### src/rtl/spi_scene_decoder_if.sv
// Signal bundle between the SPI receive path, the scene decoder and the raytracing controller.
// slave = decoder side, master = host/controller side.
interface spi_scene_decoder_if #(
    parameter int MAX_SPHERES = 8
);
    localparam int AW = $clog2(MAX_SPHERES);

    logic          recv_dv;
    logic [63:0]   recv_64bit;
    logic          sph_we;
    logic          sph_bank;
    logic [AW-1:0] sph_addr;
    logic [63:0]   sph_data;
    logic          cam_valid;
    logic [63:0]   cam_data;
    logic [AW:0]   sph_count;
    logic          front_bank;
    logic          frame_done;
    logic          recv_interrupt;
    logic [7:0]    err_cnt;

    modport slave (
        input  recv_dv, recv_64bit, frame_done,
        output sph_we, sph_bank, sph_addr, sph_data, cam_valid, cam_data,
               sph_count, front_bank, recv_interrupt, err_cnt
    );

    modport master (
        output recv_dv, recv_64bit, frame_done,
        input  sph_we, sph_bank, sph_addr, sph_data, cam_valid, cam_data,
               sph_count, front_bank, recv_interrupt, err_cnt
    );
endinterface

### src/rtl/spi_scene_decoder.sv
// Decodes SPI scene-load packets into double-buffered sphere writes, camera words and bank swaps.
// Optional SCENE_CHECKSUM_EN: COMMIT aux must match the XOR of sphere-word low halves.
module spi_scene_decoder #(
    parameter int MAX_SPHERES = 8,
    localparam int AW = $clog2(MAX_SPHERES)
) (
    input logic               CLK100MHZ,
    input logic               ck_rst_,
    spi_scene_decoder_if.slave bus
);
    typedef enum logic [1:0] {S_IDLE, S_SPH, S_CAM, S_PEND} state_t;

    localparam logic [7:0] OP_LOAD   = 8'h01;
    localparam logic [7:0] OP_CAM    = 8'h02;
    localparam logic [7:0] OP_COMMIT = 8'h03;

    state_t        state_q, state_d;
    logic [AW-1:0] idx_q, idx_d;
    logic [AW:0]   back_cnt_q, back_cnt_d;
    logic [AW:0]   sph_count_q, sph_count_d;
    logic          front_q, front_d;
    logic          sph_we_q, sph_we_d;
    logic [AW-1:0] sph_addr_q, sph_addr_d;
    logic [63:0]   sph_data_q, sph_data_d;
    logic          cam_valid_q, cam_valid_d;
    logic [63:0]   cam_data_q, cam_data_d;
    logic [7:0]    err_cnt_q, err_cnt_d;
    logic          recv_int_q, recv_int_d;
    logic          err_inc;

    logic [7:0] op, n;
    logic       n_ok, last_word, commit_ok;

    assign op        = bus.recv_64bit[63:56];
    assign n         = bus.recv_64bit[55:48];
    assign n_ok      = (n != 8'd0) && (int'(n) <= MAX_SPHERES);
    assign last_word = ({1'b0, idx_q} + (AW+1)'(1)) == back_cnt_q;

`ifdef SCENE_CHECKSUM_EN
    logic [15:0] csum_q, csum_d;
    assign commit_ok = (bus.recv_64bit[15:0] == csum_q);
`else
    assign commit_ok = 1'b1;
`endif

    // State register and all registered outputs
    always_ff @(posedge CLK100MHZ or negedge ck_rst_) begin
        if (!ck_rst_) begin
            state_q     <= S_IDLE;
            idx_q       <= '0;
            back_cnt_q  <= '0;
            sph_count_q <= '0;
            front_q     <= 1'b0;
            sph_we_q    <= 1'b0;
            sph_addr_q  <= '0;
            sph_data_q  <= '0;
            cam_valid_q <= 1'b0;
            cam_data_q  <= '0;
            err_cnt_q   <= '0;
            recv_int_q  <= 1'b1;
`ifdef SCENE_CHECKSUM_EN
            csum_q      <= '0;
`endif
        end else begin
            state_q     <= state_d;
            idx_q       <= idx_d;
            back_cnt_q  <= back_cnt_d;
            sph_count_q <= sph_count_d;
            front_q     <= front_d;
            sph_we_q    <= sph_we_d;
            sph_addr_q  <= sph_addr_d;
            sph_data_q  <= sph_data_d;
            cam_valid_q <= cam_valid_d;
            cam_data_q  <= cam_data_d;
            err_cnt_q   <= err_cnt_d;
            recv_int_q  <= recv_int_d;
`ifdef SCENE_CHECKSUM_EN
            csum_q      <= csum_d;
`endif
        end
    end

    always_comb begin
        state_d = state_q;
        unique case (state_q)
            S_IDLE: if (bus.recv_dv) begin
                case (op)
                    OP_LOAD:   if (n_ok) state_d = S_SPH;
                    OP_CAM:    state_d = S_CAM;
                    OP_COMMIT: if (commit_ok) state_d = S_PEND;
                    default:   state_d = S_IDLE;
                endcase
            end
            S_SPH:  if (bus.recv_dv && last_word) state_d = S_IDLE;
            S_CAM:  if (bus.recv_dv) state_d = S_IDLE;
            S_PEND: if (bus.frame_done) state_d = S_IDLE;
            default: state_d = S_IDLE;
        endcase
    end

    always_comb begin
        idx_d       = idx_q;
        back_cnt_d  = back_cnt_q;
        sph_count_d = sph_count_q;
        front_d     = front_q;
        sph_we_d    = 1'b0;
        sph_addr_d  = sph_addr_q;
        sph_data_d  = sph_data_q;
        cam_valid_d = 1'b0;
        cam_data_d  = cam_data_q;
        err_inc     = 1'b0;
`ifdef SCENE_CHECKSUM_EN
        csum_d      = csum_q;
`endif
        unique case (state_q)
            S_IDLE: if (bus.recv_dv) begin
                case (op)
                    OP_LOAD: begin
                        if (n_ok) begin
                            idx_d      = '0;
                            back_cnt_d = n[AW:0];
                        end else if (n != 8'd0) begin
                            err_inc = 1'b1;
                        end
                    end
                    OP_CAM: ;
                    OP_COMMIT: begin
`ifdef SCENE_CHECKSUM_EN
                        // Accepted or not, the running XOR restarts at every COMMIT
                        csum_d  = '0;
                        err_inc = !commit_ok;
`endif
                    end
                    default: err_inc = 1'b1;
                endcase
            end
            S_SPH: if (bus.recv_dv) begin
                sph_we_d   = 1'b1;
                sph_addr_d = idx_q;
                sph_data_d = bus.recv_64bit;
                idx_d      = idx_q + AW'(1);
`ifdef SCENE_CHECKSUM_EN
                csum_d     = csum_q ^ bus.recv_64bit[15:0];
`endif
            end
            S_CAM: if (bus.recv_dv) begin
                cam_valid_d = 1'b1;
                cam_data_d  = bus.recv_64bit;
            end
            S_PEND: begin
                // A word arriving while the swap is pending is lost, even alongside frame_done
                err_inc = bus.recv_dv;
                if (bus.frame_done) begin
                    front_d     = ~front_q;
                    sph_count_d = back_cnt_q;
                end
            end
            default: ;
        endcase
        err_cnt_d  = (err_inc && err_cnt_q != 8'hFF) ? err_cnt_q + 8'd1 : err_cnt_q;
        recv_int_d = (state_d != S_PEND);
    end

    assign bus.sph_we         = sph_we_q;
    assign bus.sph_bank       = ~front_q;
    assign bus.sph_addr       = sph_addr_q;
    assign bus.sph_data       = sph_data_q;
    assign bus.cam_valid      = cam_valid_q;
    assign bus.cam_data       = cam_data_q;
    assign bus.sph_count      = sph_count_q;
    assign bus.front_bank     = front_q;
    assign bus.recv_interrupt = recv_int_q;
    assign bus.err_cnt        = err_cnt_q;
endmodule

### src/flat_wrapper.sv
// flat-port wrapper written by rule: the top's interface ports become plain ports
module spi_scene_decoder_flat 
#(
    parameter int MAX_SPHERES = 8,
    localparam int AW = $clog2(MAX_SPHERES)
)
  (CLK100MHZ, ck_rst_, bus_recv_dv, bus_recv_64bit, bus_frame_done, bus_sph_we, bus_sph_bank, bus_sph_addr, bus_sph_data, bus_cam_valid, bus_cam_data, bus_sph_count, bus_front_bank, bus_recv_interrupt, bus_err_cnt);
  spi_scene_decoder_if #(.MAX_SPHERES(MAX_SPHERES)) bus_i ();
  input logic CLK100MHZ;
  input logic ck_rst_;
  input wire logic [$bits(bus_i.recv_dv)-1:0] bus_recv_dv;
  input wire logic [$bits(bus_i.recv_64bit)-1:0] bus_recv_64bit;
  input wire logic [$bits(bus_i.frame_done)-1:0] bus_frame_done;
  output wire logic [$bits(bus_i.sph_we)-1:0] bus_sph_we;
  output wire logic [$bits(bus_i.sph_bank)-1:0] bus_sph_bank;
  output wire logic [$bits(bus_i.sph_addr)-1:0] bus_sph_addr;
  output wire logic [$bits(bus_i.sph_data)-1:0] bus_sph_data;
  output wire logic [$bits(bus_i.cam_valid)-1:0] bus_cam_valid;
  output wire logic [$bits(bus_i.cam_data)-1:0] bus_cam_data;
  output wire logic [$bits(bus_i.sph_count)-1:0] bus_sph_count;
  output wire logic [$bits(bus_i.front_bank)-1:0] bus_front_bank;
  output wire logic [$bits(bus_i.recv_interrupt)-1:0] bus_recv_interrupt;
  output wire logic [$bits(bus_i.err_cnt)-1:0] bus_err_cnt;
  assign bus_i.recv_dv = bus_recv_dv;
  assign bus_i.recv_64bit = bus_recv_64bit;
  assign bus_i.frame_done = bus_frame_done;
  assign bus_sph_we = bus_i.sph_we;
  assign bus_sph_bank = bus_i.sph_bank;
  assign bus_sph_addr = bus_i.sph_addr;
  assign bus_sph_data = bus_i.sph_data;
  assign bus_cam_valid = bus_i.cam_valid;
  assign bus_cam_data = bus_i.cam_data;
  assign bus_sph_count = bus_i.sph_count;
  assign bus_front_bank = bus_i.front_bank;
  assign bus_recv_interrupt = bus_i.recv_interrupt;
  assign bus_err_cnt = bus_i.err_cnt;
  spi_scene_decoder #(.MAX_SPHERES(MAX_SPHERES)) u_core (.CLK100MHZ(CLK100MHZ), .ck_rst_(ck_rst_), .bus(bus_i));
endmodule
### config.mk
export PLATFORM = sky130hd
export DESIGN_NAME = spi_scene_decoder_flat
export DESIGN_NICKNAME = d
export VERILOG_FILES = /design/src/rtl/spi_scene_decoder_if.sv /design/src/rtl/spi_scene_decoder.sv /design/src/flat_wrapper.sv
export SDC_FILE = /design/constraint.sdc
export NUM_CORES = 1
export LEC_CHECK = 0
export ABC_AREA = 1
export ABC_CLOCK_PERIOD_IN_PS = 1800
export BUFFER_PORTS_ARGS = -buffer_cell sky130_fd_sc_hd__clkbuf_2
export CORE_UTILIZATION = 35
export CTS_BUF_LIST = sky130_fd_sc_hd__clkbuf_8 sky130_fd_sc_hd__clkbuf_16
export DETAILED_ROUTE_END_ITERATION = 12
export PLACE_DENSITY = 0.64
export SYNTH_ARGS = -nofsm -noshare
export SYNTH_HDL_FRONTEND = slang
export SYNTH_SLANG_ARGS = --single-unit
### constraint.sdc
create_clock -name CLK100MHZ -period 1.8 [get_ports CLK100MHZ]
set_clock_uncertainty 0.2 [all_clocks]
set_input_delay 0.27 -clock CLK100MHZ [delete_from_list [all_inputs] [get_ports CLK100MHZ]]
set_output_delay 0.27 -clock CLK100MHZ [all_outputs]
set_load 0.1 [all_outputs]
==> Word-level counts from Yosys, hierarchy flattened <==
Cells that the tools add are included.
{ "word_totals": {"reg_bits": 156, "in_bits": 68, "out_inout_bits": 148, "elab_cells": 62} }
{ "classes": {"n_addsub": 3, "order_cmp": 1, "n_eq_ne": 13, "muxes": 20, "bitwise_logic": 1, "n_reduce_logical": 12} }
{ "op_table": {"columns": ["cell", "n"], "rows": [
  ["$eq A8 B2 Y1 const B", 2],
  ["$mux W3", 4],
  ["$mux W2", 5],
  ["$add A8 B1 Y8 const B", 1],
  ["$eq A8 B1 Y1 const B", 1],
  ["$le A8 B4 Y1 const B", 1],
  ["$ne A2 B2 Y1 const B", 4],
  ["$ne A8 B8 Y1 const B", 1],
  ["$pmux W2 S4", 1],
  ["$reduce_bool A8 Y1", 1],
  ["$mux W1", 6],
  ["$pmux W2 S3", 1],
  ["$pmux W3 S2", 1],
  ["$reduce_and A2 Y1", 3],
  ["$reduce_and A5 Y1", 1],
  ["$add A3 B1 Y4 const B", 1],
  ["$eq A2 B2 Y1 const B", 2],
  ["$eq A4 B4 Y1", 1],
  ["$pmux W1 S2", 2],
  ["$reduce_and A4 Y1", 1],
  ["$add A3 B1 Y3 const B", 1],
  ["$logic_and A1 B1 Y1", 3],
  ["$eq A2 B1 Y1 const B", 1],
  ["$logic_not A2 Y1", 1],
  ["other kinds (4)", 4]
]} }

==> Longest topological paths before layout <==
Gate-level depths: netlist of run 1.
{ "logic_depth": {"word_depth": 7, "ltp_mapped": 11, "depth_no_buf": 11} }

==> Worst setup path after synthesis of run 1 <==
Ideal clock, no wire load.
{ "synth_timing": {"path_kind": "register -> register", "startpoint": "register u_core.err_cnt_q[1], in the netlist u_core.bus.err_cnt[1]", "endpoint": "register u_core.err_cnt_q[6], in the netlist u_core.bus.err_cnt[6]", "setup_ps": 75, "arrival_ps": 2080, "required_time_ps": 1525, "setup_slack_ps": -555, "stages_incl_launch_ff": 11, "n_path_buf": 1, "period_less_slack_ps": 2355, "path_cell_list": "dfrtp_1 -> ha_1 -> nand2_1 -> inv_2 -> nand3_2 -> nor2_2 -> nor3_4 -> nand2_4 -> buf_12 -> nand2_2 -> o21ai_2"} }
{ "synth_between": {"elab_chain_len": 2, "word_cells_on_any_way": 3, "classes_between": "add/sub: 1; eq/ne: 1; reduce/logical: 1"} }
{ "synth_lines": {"columns": ["item", "line", "rtl"], "rows": [
  ["from (decl)", "spi_scene_decoder.sv:27", "logic [7:0] err_cnt_q, err_cnt_d;"],
  ["from (signal assigned)", "spi_scene_decoder.sv:75", "err_cnt_q <= err_cnt_d;"],
  ["branches (longest 2 deep; another with $add A8 B1 Y8)", null, null]
]} }
Several ways; the timed one is not identified.
A chain may end at the register's enable or synchronous reset.

==> Final worst setup path of run 1 <==
{ "layout_timing": {"startpoint": "register u_core.cam_data_q[51], in the netlist u_core.bus.cam_data[51]", "endpoint": "output bus_cam_data[51]"} }
{ "layout_lines": {"columns": ["item", "line", "rtl"], "rows": [
  ["from (decl)", "spi_scene_decoder.sv:26", "logic [63:0] cam_data_q, cam_data_d;"],
  ["from (signal assigned)", "spi_scene_decoder.sv:74", "cam_data_q <= cam_data_d;"],
  ["to (decl)", "flat_wrapper.sv:19", "output wire logic [$bits(bus_i.cam_data)-1:0] bus_cam_data;"]
]} }
No word-level cell between the ends.

==> run_results.csv, run 1 <==
group,metric,value,unit
status,status,"complete, no violations",
sta,timing_max_transition_violations_final,0,
critical_path,slowest_delay,0.47,ns
sta,fin_crit_sh,96.7,%
placement,placed_cells,1102,
critical_path,cp_data_required_time,1.33,ns
placement,detailed_place.area,7890,um^2
logic_synthesis,synth_area,6370,um^2
placement,portBuffers,215,
layout,antenna-diode-count,0,
logic_synthesis,synth_simple_gate_area_share,16.5,%
floorplan,initial_core_util,36.3,%
cts,cts_tree,"built",
critical_path,timing.critical_path.cells,"clkbuf_2",
logic_synthesis,synth_top_family_by_area,"simple AND/OR/NAND/NOR gates",
layout,postLayoutCellArea,9170,um^2
drt,post_drt_wl_per_cell,13.2,um
sta,number_of_failing_hold_endpoints_at_the_final_stage,0,
drt,num_vias,5299,
sta,period_minus_slack,1.74,ns
critical_path,worst_path_dominant_cell_family,"buffers and inverters",
drt,drt.antenna.violating_nets,0,
sta,timing.setup.tns,0,ns
sta,fmax,0.575,GHz
global_route,grt_start_max_net_pins,59,
logic_synthesis,share_of_synthesized_area_occupied_by_flip_flops_and_latches,61.3,%
sta,worst_pin_slew,0.583,ns
logic_synthesis,yosys.area_share.adder,1.37,%
logic_synthesis,synth_compound_area_share,12.0,%
cts,worst_path_clk_slew,0.06,ns
global_route,grt_pass1_wl,24800,um
logic_synthesis,synth_cell_type_count,29,
placement,hpwlAfterDp,11000,um
global_route,grt_antenna_before_repair,0,
cts,clkSinkCount,156,
critical_path,critical_path_data_arrival_time,1.27,ns
global_route,number_of_global_route_vias_before_repair,5022,
drt,drtPass1Iterations,4,
critical_path,worst-r2r-setup-slack,0.07,ns
drt,drt_iter0_markers,261,
sta,slew_headroom,61.3,%
critical_path,path_class,"reg2out",
critical_path,critical_path_buf_inv_count,1,
cts,worst_skew_pair.late_latency,0.41,ns
sta,grt_setup_unrepaired,"true",
cts,clk_root_buffer_cell,"sky130_fd_sc_hd__clkbuf_16",
layout,finalNonFillerCells,1202,
logic_synthesis,ys.warnings.count,0,
drt,routed_wl,15800,um
logic_synthesis,syn-num-nets,749,
min_path,worstHoldPathType,"in2reg",
critical_path,critical_path.slowest_cell,"sky130_fd_sc_hd__clkbuf_2",
cts,clockBufferDepth,2,
floorplan,boundaryPins,216,
cts,htreeDepth,4,
layout,nNetsFinal,1039,
cts,cts_buffers,17,
placement,gp_routability_congestion,0.771,
logic_synthesis,post_synthesis_average_cell_area,9.45,um^2
floorplan,core_footprint,17500,um^2
flow_run,number_of_max_capacitance_violations_reported,0,
layout,synthToLayoutAreaGrowth,44.0,%
critical_path,critical_path_end_type,"output pin",
layout,layout-drive-gt1-share,34.2,%
floorplan,fp.dieH,137,um
sta,final-setup-viol-count,0,
critical_path,crit_path_max_fanout,2,
floorplan,design.die.area,18700,um^2
global_route,track_usage,17.2,%
critical_path,startpoint_type,"flip-flop",
drt,detail_route.drc_violations,0,
global_route,overflow,0,
floorplan,num_rows,48,
logic_synthesis,postSynthCellCount,674,
logic_synthesis,muxShareOfSynthArea,0.177,%
logic_synthesis,count_of_state_elements_after_synthesis,156,
logic_synthesis,synth_top_cell_area_share,60.9,%
logic_synthesis,netlist_top_cells_area,"sky130_fd_sc_hd__dfrtp_1, sky130_fd_sc_hd__o21ai_0, sky130_fd_sc_hd__nand2_1, sky130_fd_sc_hd__inv_1, sky130_fd_sc_hd__nand3_1",
drt,routed_via_density,4.41,
floorplan,die_w,137,um
logic_synthesis,xor_xnor_share_of_the_synthesized_area,1.10,%
logic_synthesis,synth_largest_area_cell,"sky130_fd_sc_hd__dfrtp_1",
layout,fillerInstances,1596,
[state kept, by name, summed over array words and instances, names as in the netlist, 2 cells and up]
register,flops
u_core.bus.cam_data,64
u_core.bus.sph_data,64
u_core.bus.err_cnt,8
u_core.back_cnt_q,4
u_core.bus.sph_count,4
u_core.bus.sph_addr,3
u_core.idx_q,3
u_core.state_q,2
[per-stage QoR]
step / hold WS [ns] / util (%) / setup WS (ns)
after global placement: -0.0468 / 45.0 / 0.0877
final: 0.0495 / 52.3 / 0.0597
after detailed placement: -0.0429 / 45.0 / 0.0604
after floorplan: -0.226 / - / -0.186
after CTS: 0.0216 / 52.0 / 0.00623
after global routing: 0.0402 / 52.3 / -0.0138
[worst paths after layout]
| kind | startpoint | endpoint | cells past startpoint |
|---|---|---|---|
| hold reg to reg | u_core.bus.cam_data[32]$_DFFE_PN0P_ | u_core.bus.cam_data[32]$_DFFE_PN0P_ | 2 |
| setup / recovery | u_core.bus.cam_data[51]$_DFFE_PN0P_ | bus_cam_data[51] | 1 |
| min in group asynchronous | ck_rst_ | u_core.bus.sph_data[5]$_DFFE_PN0P_ | 2 |
| hold / removal | bus_frame_done | u_core.bus.sph_count[0]$_DFFE_PN0P_ | 3 |
| setup reg to reg | u_core.bus.err_cnt[0]$_DFFE_PN0P_ | u_core.bus.err_cnt[3]$_DFFE_PN0P_ | 9 |
| max in group asynchronous | ck_rst_ | u_core.bus.sph_data[18]$_DFFE_PN0P_ | 3 |
[placed cells by master, fill, tap and decap left out, types with 4 or more instances in the layout]
master / count
sky130_fd_sc_hd__clkbuf_16: 17
sky130_fd_sc_hd__dfrtp_1: 146
sky130_fd_sc_hd__o21ai_0: 139
sky130_fd_sc_hd__nor2_1: 7
sky130_fd_sc_hd__buf_4: 12
sky130_fd_sc_hd__ha_1: 6
sky130_fd_sc_hd__clkinv_2: 4
sky130_fd_sc_hd__dfrtp_2: 6
sky130_fd_sc_hd__clkbuf_2: 204
sky130_fd_sc_hd__clkbuf_4: 5
sky130_fd_sc_hd__buf_12: 9
sky130_fd_sc_hd__nand2_2: 17
sky130_fd_sc_hd__clkinvlp_4: 5
sky130_fd_sc_hd__nand3_1: 20
sky130_fd_sc_hd__inv_1: 72
sky130_fd_sc_hd__nor2_4: 7
sky130_fd_sc_hd__nand2_4: 5
sky130_fd_sc_hd__dlygate4sd3_1: 65
sky130_fd_sc_hd__xor2_1: 6
sky130_fd_sc_hd__nand2_1: 172
sky130_fd_sc_hd__inv_2: 15
[cells in the mapped netlist (all sizes together)]
cell,n
inv,88
o21ai,145
xor2,6
nand3,23
nor2,15
nand2,193
dfrtp,155
o31ai,2
buf,17
nor3,1
dfstp,1
ha,7
nand4,3
nand3b,2
xnor2,2
clkbuf,13
mux2,1
[cell type report]
class | count | area, um^2 | area share [%]
flip-flops and latches | 156 | 3920 | 42.8
multi-input cells | 401 | 2060 | 22.4
repair buffers | 300 | 2020 | 22.0
clock buffers | 18 | 439 | 4.79
inverters | 88 | 337 | 3.67
well taps | 225 | 282 | 3.07
clock inverters | 14 | 119 | 1.30
[timing repair]
action,4_1_cts,5_1_grt
hold buffers,65,0
hold endpoints to repair,287,0
endpoints found under the setup margin,5,24
cloned,0,1
setup buffers,0,2
gates resized for setup,5,14
pin swaps,0,5
[kinds of logic after synthesis]
logic type	count (synthesis)
buf+inv	118
mux	1
flops	156
xor+xnor	8
simple gates	237
fa+ha+maj	7
compound gates	147
[routing by layer]
metal  vias up  track usage [%]  part of all wire [%]
met5         -                0                     0
met4         0             5.74                  0.80
met3        11             5.19                   7.1
met2       157             28.0                    47
met1      2430             21.7                    45
li1       2701                -                     -
Power of run 1 is not shown: default switching activity piles up to over one toggle a cycle in this logic, so the estimate is an artifact.
==> inputs of run 2 (changes only) <==
Settings changed: CORE_UTILIZATION 35 to 45, GPL_ROUTABILITY_DRIVEN set to 0, PLACE_DENSITY 0.64 to 0.79.
==> run_results.csv, run 2 (synthesized netlist as in run 1, its figures left out) <==
group,metric,value,unit
status,status,"complete, no violations",
sta,hold-worst-slack,0.0384,ns
drt,drtPass1Iterations,5,
layout,post-route-util,67.1,%
drt,drt_iter0_markers,368,
placement,hpwlAfterDp,10900,um
critical_path,timing.critical_path.cells,"buf_2",
cts,htreeDepth,4,
layout,postLayoutCellArea,9280,um^2
critical_path,critical_path_buf_inv_count,1,
layout,most_used_cells_in_the_layout_excluding_fill_and_tap_cells,"sky130_fd_sc_hd__clkbuf_2, sky130_fd_sc_hd__nand2_1, sky130_fd_sc_hd__dfrtp_1",
floorplan,fp.dieH,121,um
sta,fmax,0.574,GHz
cts,worst_path_clk_slew,0.06,ns
critical_path,slowest_delay,0.45,ns
layout,most_common_library_cell_in_the_layout_ignoring_fill_and_taps,"sky130_fd_sc_hd__clkbuf_2",
sta,timing.setup.tns,0,ns
layout,nNetsFinal,1040,
global_route,grt_antenna_before_repair,0,
sta,worst_pin_slew,0.574,ns
floorplan,num_rows,43,
cts,worst_skew_pair.late_latency,0.41,ns
drt,detail_route.drc_violations,0,
critical_path,cp_data_required_time,1.33,ns
layout,layout-drive-gt1-share,34.6,%
global_route,overflow,0,
critical_path,critical_path_end_type,"output pin",
cts,clkSinkCount,156,
critical_path,critical_path_data_arrival_time,1.27,ns
global_route,grt_start_max_net_pins,69,
drt,num_vias,5517,
drt,post_drt_wl_per_cell,14.6,um
global_route,number_of_global_route_vias_before_repair,5418,
sta,final-setup-viol-count,0,
sta,number_of_failing_hold_endpoints_at_the_final_stage,0,
floorplan,boundaryPins,216,
sta,period_minus_slack,1.74,ns
min_path,worstHoldPathType,"in2reg",
flow_run,number_of_max_capacitance_violations_reported,0,
global_route,grt_pass1_wl,26300,um
floorplan,initial_core_util,46.1,%
critical_path,startpoint_type,"flip-flop",
critical_path,crit_path_max_fanout,5,
drt,drt.antenna.violating_nets,0,
sta,timing_max_transition_violations_final,0,
sta,fin_crit_sh,96.8,%
critical_path,worst_path_dominant_cell_family,"buffers and inverters",
layout,synthToLayoutAreaGrowth,45.7,%
placement,portBuffers,215,
global_route,track_usage,23.3,%
critical_path,path_class,"reg2out",
floorplan,design.die.area,14600,um^2
cts,clockBufferDepth,2,
cts,clk_root_buffer_cell,"sky130_fd_sc_hd__clkbuf_16",
drt,routed_wl,16900,um
cts,cts_tree,"built",
drt,routed_via_density,4.76,
sta,slew_headroom,61.9,%
layout,antenna-diode-count,0,
floorplan,core_footprint,13800,um^2
critical_path,critical_path.slowest_cell,"sky130_fd_sc_hd__buf_2",
cts,cts_buffers,17,
floorplan,die_w,121,um
placement,detailed_place.area,7810,um^2
run 2: cell count changes in the layout (fill, tap and decap cells not counted), moves of 3 or more:
cell                        before  now
sky130_fd_sc_hd__clkinv_2        4    1
sky130_fd_sc_hd__bufinv_16       1    6
sky130_fd_sc_hd__buf_12          9    6
sky130_fd_sc_hd__buf_2           3    6
run 2: timing repair:
| item | CTS | global route |
|---|---|---|
| setup buffers | 0 | 2 |
| endpoints found under the setup margin | 4 | 35 |
| gates resized for setup | 4 | 21 |
| cloned | 0 | 2 |
| hold endpoints to repair | 271 | 0 |
| pin swaps | 0 | 5 |
| hold buffers | 65 | 0 |
run 2: path summary, 6_finish.rpt:
| kind | from | depth (start not counted) | slack [ns] | endpoint |
|---|---|---|---|---|
| worst max register to register | u_core.bus.err_cnt[1]$_DFFE_PN0P_ | 10 | 0.07 | u_core.bus.err_cnt[2]$_DFFE_PN0P_ |
| worst min-delay path | bus_frame_done | 3 | 0.04 | u_core.bus.sph_count[0]$_DFFE_PN0P_ |
| max in group asynchronous | ck_rst_ | 3 | 0.63 | u_core.bus.cam_data[23]$_DFFE_PN0P_ |
| worst max-delay path | u_core.bus.err_cnt[2]$_DFFE_PN0P_ | 1 | 0.06 | bus_err_cnt[2] |
| worst min register to register | u_core.bus.sph_data[27]$_DFFE_PN0P_ | 2 | 0.28 | u_core.bus.sph_data[27]$_DFFE_PN0P_ |
| min in group asynchronous | ck_rst_ | 2 | 0.18 | u_core.bus.sph_data[1]$_DFFE_PN0P_ |
run 2: cell type report:
type / count / area [um^2]
Fill cell: 1067 / 4540
Tap cell: 180 / 225
Timing Repair Buffer: 301 / 2030
Inverter: 88 / 334
Sequential cell: 156 / 3920
Clock buffer: 19 / 453
Multi-Input combinational cell: 401 / 2090
Clock inverter: 13 / 235
run 2: routing by layer:
metal | GRT usage [%] | vias up | wire, um | share of wire (%)
li1 | - | 2704 | - | -
met1 | 27.0 | 2579 | 6750 | 40
met2 | 40.0 | 201 | 8510 | 50
met3 | 6.77 | 33 | 1210 | 7.2
met4 | 10.0 | 0 | 420 | 2.5
met5 | 0 | - | 0 | 0
run 2: through the flow:
stage	std cells	setup slack [ns]
final	1158	0.0572
after global routing	1158	-0.00672
after CTS	1154	0.00231
after detailed placement	1057	0.0453
after global placement	1057	0.0967
after floorplan	674	-0.186
Power of run 2 is left out for the same reason.
==> inputs of run 3 (changes only) <==
Settings changed: ABC_CLOCK_PERIOD_IN_PS 1800 to 1900, CORE_UTILIZATION 45 to 50, PLACE_DENSITY 0.79 to 0.83.
Clock period 1.8 ns to 1.9 ns, I/O delays scaled along.
==> run_results.csv, run 3 (synthesized netlist as in run 1, its figures left out) <==
group,metric,value,unit
drt,num_vias,5699,
min_path,hold_start,"bus_recv_64bit[51]",
global_route,grt_antenna_before_repair,0,
sta,final-setup-viol-count,0,
sta,fmax,0.543,GHz
floorplan,boundaryPins,216,
placement,placed_cells,1039,
status,status,"complete, no violations",
cts,cts_tree,"built",
critical_path,timing.critical_path.cells,"clkbuf_2",
global_route,overflow,0,
critical_path,critical_path.slowest_cell,"sky130_fd_sc_hd__dfstp_2",
critical_path,slowest_delay,0.51,ns
drt,detail_route.wirelength.met1,6830,um
floorplan,design.die.area,13200,um^2
drt,routed_via_density,5.02,
floorplan,die_w,115,um
placement,hpwlAfterDp,10700,um
critical_path,cp_data_required_time,1.41,ns
global_route,track_usage,27.5,%
layout,synthToLayoutAreaGrowth,42.3,%
layout,postLayoutCellArea,9070,um^2
drt,drt.antenna.violating_nets,0,
cts,cts_buffers,17,
global_route,number_of_global_route_vias_before_repair,5751,
global_route,grt_pass1_wl,27700,um
cts,htreeDepth,4,
sta,slew_headroom,60.9,%
critical_path,critical_path_data_arrival_time,1.36,ns
drt,routed.top_layer,"met4",
cts,clockBufferDepth,2,
critical_path,critical_path_end_type,"output pin",
critical_path,worst-r2r-cell-count,5,
layout,nNetsFinal,1030,
drt,drtPass1Iterations,5,
critical_path,crit_path_max_fanout,1,
layout,most_common_library_cell_in_the_layout_ignoring_fill_and_taps,"sky130_fd_sc_hd__clkbuf_2",
sta,worst_pin_slew,0.589,ns
min_path,worstHoldPathType,"in2reg",
cts,worst_path_clk_slew,0.06,ns
cts,cts.repair_timing.setup_buffer_count,0,
drt,drt_iter0_markers,427,
drt,post_drt_wl_per_cell,15.6,um
critical_path,startpoint_type,"flip-flop",
sta,number_of_failing_hold_endpoints_at_the_final_stage,0,
critical_path,worst_path_dominant_cell_family,"flip-flops",
drt,detail_route.drc_violations,0,
critical_path,worst_r2r_endpoint,"u_core.bus.cam_data[16]$_DFFE_PN0P_",
critical_path,regToRegStartpoint,"u_core.state_q[0]$_DFF_PN0_",
layout,multi_input_comb_area,2020,um^2
sta,timing.setup.tns,0,ns
layout,fillerInstances,825,
min_path,worst_hold_path.num_cells,3,
sta,timing_max_transition_violations_final,0,
floorplan,num_rows,40,
cts,worst_skew_pair.late_latency,0.41,ns
layout,layout-drive-gt1-share,33.2,%
layout,most_used_cells_in_the_layout_excluding_fill_and_tap_cells,"sky130_fd_sc_hd__clkbuf_2, sky130_fd_sc_hd__nand2_1, sky130_fd_sc_hd__dfrtp_1",
sta,hold-worst-slack,0.0264,ns
critical_path,worst-r2r-setup-slack,0.11,ns
drt,met3WireLength,1400,um
cts,clkSinkCount,156,
floorplan,fp.dieH,115,um
sta,fin_crit_sh,97.0,%
sta,grt_setup_unrepaired,"false",
drt,routed-wl-met2,8780,um
drt,routed_wl,17700,um
floorplan,core_footprint,12200,um^2
layout,register_area,3920,um^2
min_path,holdPathEnd,"u_core.bus.sph_data[51]$_DFFE_PN0P_",
cts,clk_root_buffer_cell,"sky130_fd_sc_hd__clkbuf_16",
sta,period_minus_slack,1.84,ns
critical_path,critical_path_buf_inv_count,1,
layout,antenna-diode-count,0,
global_route,grt_start_max_net_pins,85,
placement,portBuffers,215,
layout,finalNonFillerCells,1136,
floorplan,initial_core_util,52.2,%
placement,detailed_place.area,7740,um^2
critical_path,path_class,"reg2out",
flow_run,number_of_max_capacitance_violations_reported,0,
==> run 3: changes by cell type in the layout (fill, tap and decap cells not counted), moves of 3 or more <==
| cell | delta |
|---|---|
| sky130_fd_sc_hd__buf_4 | -8 |
| sky130_fd_sc_hd__inv_1 | +5 |
| sky130_fd_sc_hd__clkbuf_4 | -3 |
| sky130_fd_sc_hd__buf_2 | -6 |
| sky130_fd_sc_hd__nor2_4 | -3 |
| sky130_fd_sc_hd__nor2_2 | +3 |
| sky130_fd_sc_hd__clkbuf_2 | +11 |
==> run 3: routing by layer <==
layer  GRT usage [%]  up-vias
li1                -     2687
met1            30.2     2695
met2            48.0      259
met3            7.96       58
met4            15.6        0
met5               0        -
==> run 3: timing repair <==
action	in CTS	in global routing
hold buffers	64	0
hold endpoints to repair	175	0
cloned	0	1
pin swaps	0	0
gates resized for setup	1	2
setup endpoints to repair	1	3
==> run 3: layout make-up <==
type                    count  share of cell area (%)
clock inverters            14                    2.24
inverters                  88                    3.68
repair buffers            292                    21.3
well taps                 168                    2.32
multi-input cells         400                    22.3
clock buffers              18                    4.84
flip-flops and latches    156                    43.3
==> run 3: through the flow <==
stage	worst slack, ns	util [%]
floorplan	-0.0858	-
global placement	0.193	63.4
detailed placement	0.129	63.4
CTS	0.0300	73.9
global route	0.0166	74.2
finish	0.0574	74.2
==> run 3: worst reg2reg max path: stages (launching register included) <==
cell	delay, ns
sky130_fd_sc_hd__dfrtp_1	0.42
sky130_fd_sc_hd__inv_1	0.18
sky130_fd_sc_hd__ha_1	0.28
sky130_fd_sc_hd__nand2_4	0.12
sky130_fd_sc_hd__buf_12	0.21
sky130_fd_sc_hd__o21ai_0	0.27
==> run 3: worst max-delay path by stage <==
stage | to | slack, ns | depth (start not counted) | startpoint
after floorplan | u_core.bus.err_cnt[6]$_DFFE_PN0P_ | -0.09 | 10 | u_core.bus.err_cnt[1]$_DFFE_PN0P_
after global placement | u_core.bus.err_cnt[2]$_DFFE_PN0P_ | 0.19 | 7 | u_core.state_q[0]$_DFF_PN0_
after detailed placement | u_core.bus.err_cnt[2]$_DFFE_PN0P_ | 0.13 | 7 | u_core.state_q[0]$_DFF_PN0_
after CTS | bus_recv_interrupt | 0.03 | 1 | u_core.bus.recv_interrupt$_DFF_PN1_
after global routing | u_core.bus.recv_interrupt$_DFF_PN1_ | 0.02 | 11 | u_core.idx_q[0]$_DFFE_PN0P_
final | bus_recv_interrupt | 0.06 | 1 | u_core.bus.recv_interrupt$_DFF_PN1_
Power of run 3 is left out for the same reason.
